$ cat config.mk
export PLATFORM = sky130hd
export DESIGN_NAME = rx_window_sequencer_flat
export DESIGN_NICKNAME = d
export VERILOG_FILES = /design/src/rtl/rx_window_sequencer_pkg.sv /design/src/rtl/rx_window_sequencer_if.sv /design/src/rtl/rx_cfg_shadow.sv /design/src/rtl/rx_window_sequencer.sv /design/src/flat_wrapper.sv
export SDC_FILE = /design/constraint.sdc
export NUM_CORES = 1
export LEC_CHECK = 0
export ABC_AREA = 1
export BUFFER_PORTS_ARGS = -buffer_cell sky130_fd_sc_hd__buf_2
export CORE_MARGIN = 5
export CORE_UTILIZATION = 26
export CTS_BUF_LIST = sky130_fd_sc_hd__clkbuf_2
export DETAILED_ROUTE_END_ITERATION = 8
export GPL_TIMING_DRIVEN = 0
export SLEW_MARGIN = 20
export SYNTH_ARGS = -nofsm -noshare
export SYNTH_HDL_FRONTEND = slang
export SYNTH_SLANG_ARGS = --single-unit
$ cat constraint.sdc
create_clock -name clk -period 4.2 [get_ports clk]
set_input_delay 0.21 -clock clk [delete_from_list [all_inputs] [get_ports clk]]
set_output_delay 0.21 -clock clk [all_outputs]
set_load 0.05 [all_outputs]
$ cat src/rtl/rx_window_sequencer_pkg.sv
// Shared types for the receive window sequencer: state encoding, counter
// width and the double-buffered configuration record.
package rx_window_sequencer_pkg;

   localparam int unsigned CNT_W  = 16;
   localparam int unsigned SPAN_W = CNT_W + 1;

   typedef enum logic [1:0] {
      ST_IDLE = 2'd0,
      ST_WAIT = 2'd1,
      ST_WIN  = 2'd2,
      ST_HOLD = 2'd3
   } seq_state_e;

   typedef struct packed {
      logic [CNT_W-1:0] ipp;
      logic [CNT_W-1:0] start;
      logic [CNT_W-1:0] len;
   } win_cfg_t;

   // Window must be non-empty and fit inside the IPP; sum is one bit wider so it cannot wrap.
   function automatic logic cfg_is_valid(input win_cfg_t cfg);
      logic [SPAN_W-1:0] span;
      span = SPAN_W'(cfg.start) + SPAN_W'(cfg.len);
      return (cfg.ipp != '0) && (cfg.len != '0) && (span <= SPAN_W'(cfg.ipp));
   endfunction

endpackage

$ cat src/rtl/rx_window_sequencer_if.sv
// Control/status bundle between the sampling datapath and the window sequencer.
interface rx_window_sequencer_if;
   import rx_window_sequencer_pkg::*;

   logic             run;
   logic             strobe;
   logic [CNT_W-1:0] cfg_ipp;
   logic [CNT_W-1:0] cfg_start;
   logic [CNT_W-1:0] cfg_len;
   logic             cfg_load;
   logic             cfg_ack;
   logic             cfg_err;
   logic             window;
   logic             tag;
   logic             sample_strobe;
   logic             ipp_start;
   logic             busy;

   modport master (
      output run, strobe, cfg_ipp, cfg_start, cfg_len, cfg_load,
      input  cfg_ack, cfg_err, window, tag, sample_strobe, ipp_start, busy
   );

   modport slave (
      input  run, strobe, cfg_ipp, cfg_start, cfg_len, cfg_load,
      output cfg_ack, cfg_err, window, tag, sample_strobe, ipp_start, busy
   );

endinterface

$ cat src/rtl/rx_cfg_shadow.sv
// Validates incoming window configs and holds the pending/active pair; the
// pending copy is promoted only when the sequencer grants an apply point.
module rx_cfg_shadow
   import rx_window_sequencer_pkg::*;
(
   input  logic             clk,
   input  logic             reset,
   input  logic             load_i,
   input  win_cfg_t         cfg_i,
   input  logic             apply_ok_i,
   output win_cfg_t         active_o,
   output logic             active_valid_o,
   output logic             pending_valid_o,
   output logic [CNT_W-1:0] next_start_o,
   output logic             ack_o,
   output logic             err_o
);

   win_cfg_t pending_q;
   win_cfg_t active_q;
   logic     pending_valid_q;
   logic     ack_q;
   logic     err_q;
   logic     cfg_ok;
   logic     accept;
   logic     apply;

   assign cfg_ok = cfg_is_valid(cfg_i);
   assign accept = load_i && cfg_ok;
   assign apply  = pending_valid_q && apply_ok_i;

   // A load landing on an apply cycle stays pending for the following boundary.
   always_ff @(posedge clk or posedge reset) begin
      if (reset) begin
         pending_q       <= '0;
         active_q        <= '0;
         pending_valid_q <= 1'b0;
         ack_q           <= 1'b0;
         err_q           <= 1'b0;
      end else begin
         err_q <= load_i && !cfg_ok;
         ack_q <= apply;
         if (apply) begin
            active_q <= pending_q;
         end
         if (accept) begin
            pending_q       <= cfg_i;
            pending_valid_q <= 1'b1;
         end else if (apply) begin
            pending_valid_q <= 1'b0;
         end
      end
   end

   assign active_o        = active_q;
   assign active_valid_o  = active_q.ipp != '0;
   assign pending_valid_o = pending_valid_q;
   assign next_start_o    = pending_valid_q ? pending_q.start : active_q.start;
   assign ack_o           = ack_q;
   assign err_o           = err_q;

endmodule

$ cat src/rtl/rx_window_sequencer.sv
// Counts sample strobes over each inter-pulse period and emits the receive
// window level, start-of-window tag, gated strobe and IPP start marker.
module rx_window_sequencer
   import rx_window_sequencer_pkg::*;
(
   input  logic                 clk,
   input  logic                 reset,
   rx_window_sequencer_if.slave rx
);

   win_cfg_t         cfg_in;
   win_cfg_t         active;
   logic             active_valid;
   logic             pending_valid;
   logic             apply_ok;
   logic [CNT_W-1:0] next_start;
   logic [CNT_W-1:0] last_idx;

   seq_state_e       state_q;
   seq_state_e       wrap_state;
   logic [CNT_W-1:0] idx_q;
   logic             window_q;
   logic             tag_q;
   logic             sstrb_q;
   logic             ipp_start_q;
   logic             busy_q;

   logic             running;
   logic             stb_run;
   logic             at_first;
   logic             at_last;
   logic             at_wrap;
   logic             in_win;

   assign cfg_in = '{ipp: rx.cfg_ipp, start: rx.cfg_start, len: rx.cfg_len};

   rx_cfg_shadow u_shadow (
      .clk             (clk),
      .reset           (reset),
      .load_i          (rx.cfg_load),
      .cfg_i           (cfg_in),
      .apply_ok_i      (apply_ok),
      .active_o        (active),
      .active_valid_o  (active_valid),
      .pending_valid_o (pending_valid),
      .next_start_o    (next_start),
      .ack_o           (rx.cfg_ack),
      .err_o           (rx.cfg_err)
   );

   assign running  = state_q != ST_IDLE;
   assign stb_run  = rx.strobe && running;
   assign last_idx = active.start + active.len - CNT_W'(1);
   assign at_first = idx_q == active.start;
   assign at_last  = idx_q == last_idx;
   assign at_wrap  = idx_q == (active.ipp - CNT_W'(1));
   assign in_win   = ((state_q == ST_WAIT) && at_first) || (state_q == ST_WIN);

   // Config may only change while idle or on the strobe that closes an IPP.
   assign apply_ok = !running || (rx.strobe && at_wrap);

   // The next IPP follows the config that becomes active on this wrap.
   assign wrap_state = !rx.run ? ST_IDLE : ((next_start == '0) ? ST_WIN : ST_WAIT);

   always_ff @(posedge clk or posedge reset) begin
      if (reset) begin
         state_q     <= ST_IDLE;
         idx_q       <= '0;
         window_q    <= 1'b0;
         tag_q       <= 1'b0;
         sstrb_q     <= 1'b0;
         ipp_start_q <= 1'b0;
         busy_q      <= 1'b0;
      end else begin
         tag_q       <= 1'b0;
         sstrb_q     <= 1'b0;
         ipp_start_q <= 1'b0;

         // Window level tracks whether the most recent strobe was an in-window sample.
         if (rx.strobe) begin
            window_q <= running && in_win;
         end
         if (stb_run) begin
            sstrb_q     <= in_win;
            tag_q       <= in_win && at_first;
            ipp_start_q <= idx_q == '0;
            idx_q       <= at_wrap ? '0 : idx_q + CNT_W'(1);
         end

         case (state_q)
            ST_IDLE: begin
               if (rx.run && active_valid && !pending_valid) begin
                  state_q <= (active.start == '0) ? ST_WIN : ST_WAIT;
                  busy_q  <= 1'b1;
                  idx_q   <= '0;
               end
            end
            ST_WAIT: begin
               if (rx.strobe && at_first) begin
                  if (at_last && at_wrap) begin
                     state_q <= wrap_state;
                     busy_q  <= rx.run;
                  end else if (at_last) begin
                     state_q <= ST_HOLD;
                  end else begin
                     state_q <= ST_WIN;
                  end
               end
            end
            ST_WIN: begin
               if (rx.strobe && at_last) begin
                  if (at_wrap) begin
                     state_q <= wrap_state;
                     busy_q  <= rx.run;
                  end else begin
                     state_q <= ST_HOLD;
                  end
               end
            end
            ST_HOLD: begin
               if (rx.strobe && at_wrap) begin
                  state_q <= wrap_state;
                  busy_q  <= rx.run;
               end
            end
         endcase
      end
   end

   assign rx.window        = window_q;
   assign rx.tag           = tag_q;
   assign rx.sample_strobe = sstrb_q;
   assign rx.ipp_start     = ipp_start_q;
   assign rx.busy          = busy_q;

endmodule

$ cat src/flat_wrapper.sv
// flat-port wrapper written by rule: the top's interface ports become plain ports
module rx_window_sequencer_flat import rx_window_sequencer_pkg::*;
  (clk, reset, rx_run, rx_strobe, rx_cfg_ipp, rx_cfg_start, rx_cfg_len, rx_cfg_load, rx_cfg_ack, rx_cfg_err, rx_window, rx_tag, rx_sample_strobe, rx_ipp_start, rx_busy);
  rx_window_sequencer_if rx_i ();
  input  logic clk;
  input  logic reset;
  input wire logic [$bits(rx_i.run)-1:0] rx_run;
  input wire logic [$bits(rx_i.strobe)-1:0] rx_strobe;
  input wire logic [$bits(rx_i.cfg_ipp)-1:0] rx_cfg_ipp;
  input wire logic [$bits(rx_i.cfg_start)-1:0] rx_cfg_start;
  input wire logic [$bits(rx_i.cfg_len)-1:0] rx_cfg_len;
  input wire logic [$bits(rx_i.cfg_load)-1:0] rx_cfg_load;
  output wire logic [$bits(rx_i.cfg_ack)-1:0] rx_cfg_ack;
  output wire logic [$bits(rx_i.cfg_err)-1:0] rx_cfg_err;
  output wire logic [$bits(rx_i.window)-1:0] rx_window;
  output wire logic [$bits(rx_i.tag)-1:0] rx_tag;
  output wire logic [$bits(rx_i.sample_strobe)-1:0] rx_sample_strobe;
  output wire logic [$bits(rx_i.ipp_start)-1:0] rx_ipp_start;
  output wire logic [$bits(rx_i.busy)-1:0] rx_busy;
  assign rx_i.run = rx_run;
  assign rx_i.strobe = rx_strobe;
  assign rx_i.cfg_ipp = rx_cfg_ipp;
  assign rx_i.cfg_start = rx_cfg_start;
  assign rx_i.cfg_len = rx_cfg_len;
  assign rx_i.cfg_load = rx_cfg_load;
  assign rx_cfg_ack = rx_i.cfg_ack;
  assign rx_cfg_err = rx_i.cfg_err;
  assign rx_window = rx_i.window;
  assign rx_tag = rx_i.tag;
  assign rx_sample_strobe = rx_i.sample_strobe;
  assign rx_ipp_start = rx_i.ipp_start;
  assign rx_busy = rx_i.busy;
  rx_window_sequencer u_core (.clk(clk), .reset(reset), .rx(rx_i));
endmodule
# == Word level (Yosys, flattened, before mapping) ==
# Cells that the tools add are included.
# word_totals
reg_bits,122
latchBits,0
ram_bits,0
romBits,0
in_bits,53
out_inout_bits,7
word_cells,93
n_memories,0
# op_classes
n_addsub,5
n_mul,0
div,0
n_lt_le_gt_ge,1
eq_ne,12
shifts,0
mux,28
bitwise,0
reduce_logical,31
# ops
op,count
$mux W16,5
$eq A16 B16 Y1,3
$logic_not A16 Y1,3
$reduce_bool A16 Y1,3
$sub A16 B1 Y16 const B,2
$mux W2,9
$add A16 B16 Y17,1
$le A17 B16 Y1,1
$add A16 B1 Y16 const B,1
$add A16 B16 Y16,1
$logic_and A1 B1 Y1,15
$mux W1,12
$pmux W2 S4,1
$ne A2 B1 Y1 const B,3
$ne A2 B2 Y1 const B,3
$reduce_and A6 Y1,1
$eq A2 B2 Y1 const B,2
$pmux W1 S4,1
$reduce_and A4 Y1,1
$reduce_bool A2 Y1,2
$logic_not A1 Y1,3
$eq A2 B1 Y1 const B,1
$logic_not A2 Y1,1
$logic_or A1 B1 Y1,2

# == Depth between registers and ports, before layout ==
# depth
depth_word,7
mapped_depth,23
ltp_nobuf,22

# == Cells and area by module ==
# A second synthesis with hierarchy kept.
# hier_totals
cells_unflattened,1402
area_unflattened_um2,9574.2
# by_module_without_submodules
mod,instances,cells_per_inst,area_per_inst_um2,seq_area_each_um2
rx_cfg_shadow,1,670,5315.1,2477.4
rx_window_sequencer,1,732,4259.1,575.6

# == Worst setup path before layout ==
# Ideal clock, no wire load.
# synth_path
path_kind,input-to-reg
from,input rx_cfg_len[0]
to,register u_core.u_shadow.pending_q[0] in the netlist's numbering
setup_time_ns,0.117
arrival_time_ns,2.994
required_time_ns,4.083
setup_slack_ns,1.089
stages,19
path_buffers,2
path_cell_list,ha_1 -> inv_1 -> fa_1 -> o21ai_2 -> nand2_1 -> nand2_1 -> a31oi_1 -> o31ai_1 -> xor2_1 -> ha_1 -> nand4_1 -> nor4_1 -> nand3_1 -> nand2_1 -> nand3_2 -> buf_2 -> buf_2 -> nand2_1 -> nand2_1
# synth_between
elab_chain_cells,4
word_cells_on_any_way,6
cone_classes,add/sub: 1; order compare: 1; reduce/logical: 4
# synth_lines
item,line,rtl
start: declaration,flat_wrapper.sv:11,input wire logic [$bits(rx_i.cfg_len)-1:0] rx_cfg_len;
$add A16 B16 Y17 / $reduce_bool A16 Y1 (equally long branches),"rx_window_sequencer_pkg.sv:24, rx_window_sequencer_pkg.sv:25",
$le A17 B16 Y1 / $logic_and A1 B1 Y1 (equally long branches),rx_window_sequencer_pkg.sv:25,return (cfg.ipp != '0) && (cfg.len != '0) && (span <= SPAN_W'(cfg.ipp));
$logic_and A1 B1 Y1,rx_window_sequencer_pkg.sv:25,
$logic_and A1 B1 Y1,rx_cfg_shadow.sv:29,assign accept = load_i && cfg_ok;
end signal: assignment,rx_cfg_shadow.sv:47,pending_q <= cfg_i;
end: declaration,rx_cfg_shadow.sv:19,win_cfg_t pending_q;
# Parallel ways exist; a longest one is shown, timed or not.
# A chain may end at the register's enable or synchronous reset.

# == Final worst setup path ==
# layout_path
from,input rx_cfg_len[0]
to,register u_core.u_shadow.pending_q[20] in the netlist's numbering
# layout_between
elab_chain_cells,4
word_cells_on_any_way,6
cone_classes,add/sub: 1; order compare: 1; reduce/logical: 4
# layout_lines
item,line
$add A16 B16 Y17 / $reduce_bool A16 Y1 (equally long branches),"rx_window_sequencer_pkg.sv:24, rx_window_sequencer_pkg.sv:25"
$le A17 B16 Y1 / $logic_and A1 B1 Y1 (equally long branches),rx_window_sequencer_pkg.sv:25
$logic_and A1 B1 Y1 (*),rx_window_sequencer_pkg.sv:25
$logic_and A1 B1 Y1 (*),rx_cfg_shadow.sv:29
# Every way passes the cells marked *; elsewhere a longest branch is shown, timed or not.

==> reports/results.tsv <==
stage	metric	value	unit
pwr	power per cell area	672	nW/um^2
route	Final ANT Viol Nets	0	
route	First DRT Iteration DRCs	559	
synthesis	Cells after Synth	1313	
timing	RSZ-0062 raised after global routing	false	
place	hpwl dp	21.5	mm
cells_and_area	Finished Core Util	31.4	%
clocking	Worst-path clk slew	0.25	ns
floorplan	I/O pins	60	
critical_path	Crit. End Element	register	
synthesis	asr flop ratio synth	100	%
critical_path	Startpoint Class	primary input	
pwr	Clk pwr share	12.5	%
synthesis	Synth warnings	0	
cells_and_area	commonest non-fill, non-tap cell in the layout	nand2_1	
route	drt pass-1 iters	7	
clocking	TritonCTS Buffers	17	
floorplan	DIE HEIGHT	197	um
run_status	status	completed	
hold_path	hold crit path type	primary input to register	
floorplan	Die ar.	39000	um^2
global_route	first-pass GRT wire length	43.8	mm
clocking	number of H-tree levels	4	
timing	minimum clock period after layout	3.89	ns
place	RePlAce Congestion	0.896	
route	vias	8580	
flow_run	maxcap violations	0	
timing	fin crit share	92.6	%
synthesis	Syn Nets	1433	
global_route	largest net degree at the start of global routing	72	
clocking	CTS tree	built	
cells_and_area	design area	10900	um^2
timing	Final Hold Viols	0	
floorplan	Starting Density	26.4	%
cells_and_area	Layout area overhead	19.0	%
clocking	Max Buffers Root-to-Sink	2	
critical_path	CP dominant cell by count	nand2_1	
place	dpl ws	0.319	ns
timing	final worst setup slack	0.311	ns
floorplan	cell row count	68	
timing	Max Clock Freq	257	MHz
clocking	clock sinks	122	
critical_path	CP required	4.90	ns
hold_path	worst hold start	rx_cfg_load	
synthesis	#FFs+latches synth	122	
timing	final setup vio count	0	
floorplan	die extent in x	197	um
critical_path	max incr delay on CP	0.58	ns
timing	setup tns final	0	ns
critical_path	worst setup path category	primary input to register	
pwr	Comb power frac	63.8	%
cells_and_area	share of cells above drive strength 1	9.74	%
cells_and_area	most frequent cells in the layout	nand2_1, inv_1, dfrtp_1	
timing	Post-Route Skew	0.0565	ns
route	vias per cell	4.48	
clocking	Worst-Skew Late Latency	0.73	ns
route	Routed WL	26.2	mm
global_route	number of global-route vias before repair	8434	
synthesis	post-synthesis sequential area ratio	33.4	%
pwr	Cell Int Power	3.55	mW
global_route	All-Layer GR Usage	13.9	%
synthesis	Primary FF master, synth	dfrtp_1	
pwr	sw power	3.75	mW
place	Port Buf Inserts	58	
synthesis	EDFF count, synth	0	
pwr	Switching Fraction	51.3	%
clocking	Post-CTS Repair Setup Buffers	0	
timing	worst rel slew slack	63.9	%
floorplan	core footprint	34600	um^2
synthesis	post-synthesis cell type count	42	
route	Residual DRC	0	
critical_path	critical path arrival	4.59	ns
route	drt wl/cell	13.7	um
cells_and_area	final-stage net count	1565	
pwr	maximum vdd drop	0.218	mV
global_route	grt ovf	0	
critical_path	slowest CP cell	dlygate4sd3_1	
cells_and_area	Fillers	3704	
critical_path	CP Launch Point	rx_cfg_len[0]	
clocking	clk root buf	clkbuf_2	
timing	Worst Tran Pin Value	0.541	ns
critical_path	Max FO, Critical Path	10	
synthesis	Avg Cell Area, Syn	6.95	um^2
timing	WHS	0.0638	ns
timing	Slew Limit Fails	0	
place	dpl cell area	10000	um^2
pwr	Flop pwr share	23.6	%
global_route	initial antenna violation count	1	
synthesis	Synth Cell Area	9130	um^2
critical_path	worst path cell trace	dlygate4sd3_1, buf_2, ha_1, inv_1, fa_1, o21ai_2, nand2_1, nand2_1, a31oi_1, xnor2_1, ha_1, a21oi_1, nor3_1, a211oi_1, nor2_1, nor2_1, nand3_1, nand2_1, clkbuf_4, nand4_1, dlygate4sd3_1, nand2_1	
critical_path	RR Startpoint	u_core.u_shadow.active_o[1]$_DFFE_PP0P_	
pwr	Lkg Pwr	5.79	nW
==> state kept, by name, indices dropped and copies added, names as in the netlist, 2 cells and up <==
signal                     cells
u_core.u_shadow.active_o      48
u_core.u_shadow.pending_q     48
u_core.idx_q                  16
u_core.state_q                 2
==> stage by stage <==
stage          total power, mW  cells
2_1_floorplan             5.24   1313
6_report                  7.30   1914
3_5_place_dp              6.34   1827
3_3_place_gp              6.27   1826
5_1_grt                   8.13   1914
4_1_cts                   7.32   1913
==> worst max-delay path: cells and delay by family <==
| family | cells | cell delay, ns |
|---|---|---|
| buffers and inverters | 5 | 1.54 |
| XOR/XNOR | 1 | 0.28 |
| AO/OA/AOI/OAI | 4 | 0.75 |
| AND/OR/NAND/NOR | 9 | 0.90 |
| adder cells (fa/ha/maj) | 3 | 0.91 |
==> final timing paths <==
| kind | to | slack, ns | depth (start not counted) |
|---|---|---|---|
| worst min-delay path | u_core.u_shadow.pending_q[26]$_DFFE_PP0P_ | 0.06 | 4 |
| worst max register to register | u_core.rx.busy$_DFFE_PP0P_ | 1.14 | 19 |
| min in group asynchronous | u_core.u_shadow.active_o[1]$_DFFE_PP0P_ | 0.62 | 4 |
| max in group asynchronous | u_core.u_shadow.active_o[45]$_DFFE_PP0P_ | 2.81 | 5 |
| worst max-delay path | u_core.u_shadow.pending_q[20]$_DFFE_PP0P_ | 0.31 | 22 |
| worst min register to register | u_core.u_shadow.pending_q[43]$_DFFE_PP0P_ | 0.50 | 2 |
==> logic make-up after synthesis <==
group           after synthesis  share of synthesized area (%)
compound gates              117                           6.96
fa+ha+maj                    67                           9.35
simple gates                704                           34.3
flops                       122                           33.4
buf+inv                     253                           11.2
xor+xnor                     50                           4.80
==> cells in the mapped netlist (21+ instances only) <==
master	count	area share (%)
inv_1	211	8.7
a21oi_1	40	2.2
nand2_1	409	17
ha_1	65	8.9
o21ai_0	29	1.6
xor2_1	29	2.8
dfrtp_1	122	33
nand4_1	78	5.3
xnor2_1	21	2.0
nor2_1	85	3.5
nand3_1	68	3.7
o21ai_1	32	1.8
==> power by group through the flow <==
stage          Combinational [mW]  Clock [mW]  Sequential [mW]
2_1_floorplan                3.58           0             1.66
3_3_place_gp                 4.52           0             1.74
3_5_place_dp                 4.59           0             1.75
4_1_cts                      4.65       0.947             1.73
5_1_grt                      5.37       0.996             1.76
6_report                     4.66       0.916             1.72
==> layout make-up <==
cell class,count,area (um^2),share of cell area [%]
Sequential cell,122,3050,28.1
Clock inverter,14,210,1.93
Timing Repair Buffer,113,858,7.90
Clock buffer,18,90.1,0.829
Buffer,42,229,2.11
Antenna cell,1,2.50,0.0230
Tap cell,455,569,5.24
Inverter,211,797,7.33
Multi-Input combinational cell,938,5060,46.6
==> layer usage <==
| layer | vias to the layer above | share of wire [%] | track usage [%] |
|---|---|---|---|
| li1 | 4469 | - | - |
| met1 | 3876 | 46 | 18.4 |
| met2 | 194 | 45 | 22.8 |
| met3 | 41 | 4.3 | 1.98 |
| met4 | 0 | 4.1 | 6.11 |
| met5 | - | 0 | 0 |
==> repair_timing <==
item	in CTS	in global routing
setup endpoints to repair	0	1
hold endpoints to repair	180	0
hold buffers	54	0
resized for setup	0	1
(Power assumes the default switching activity.)
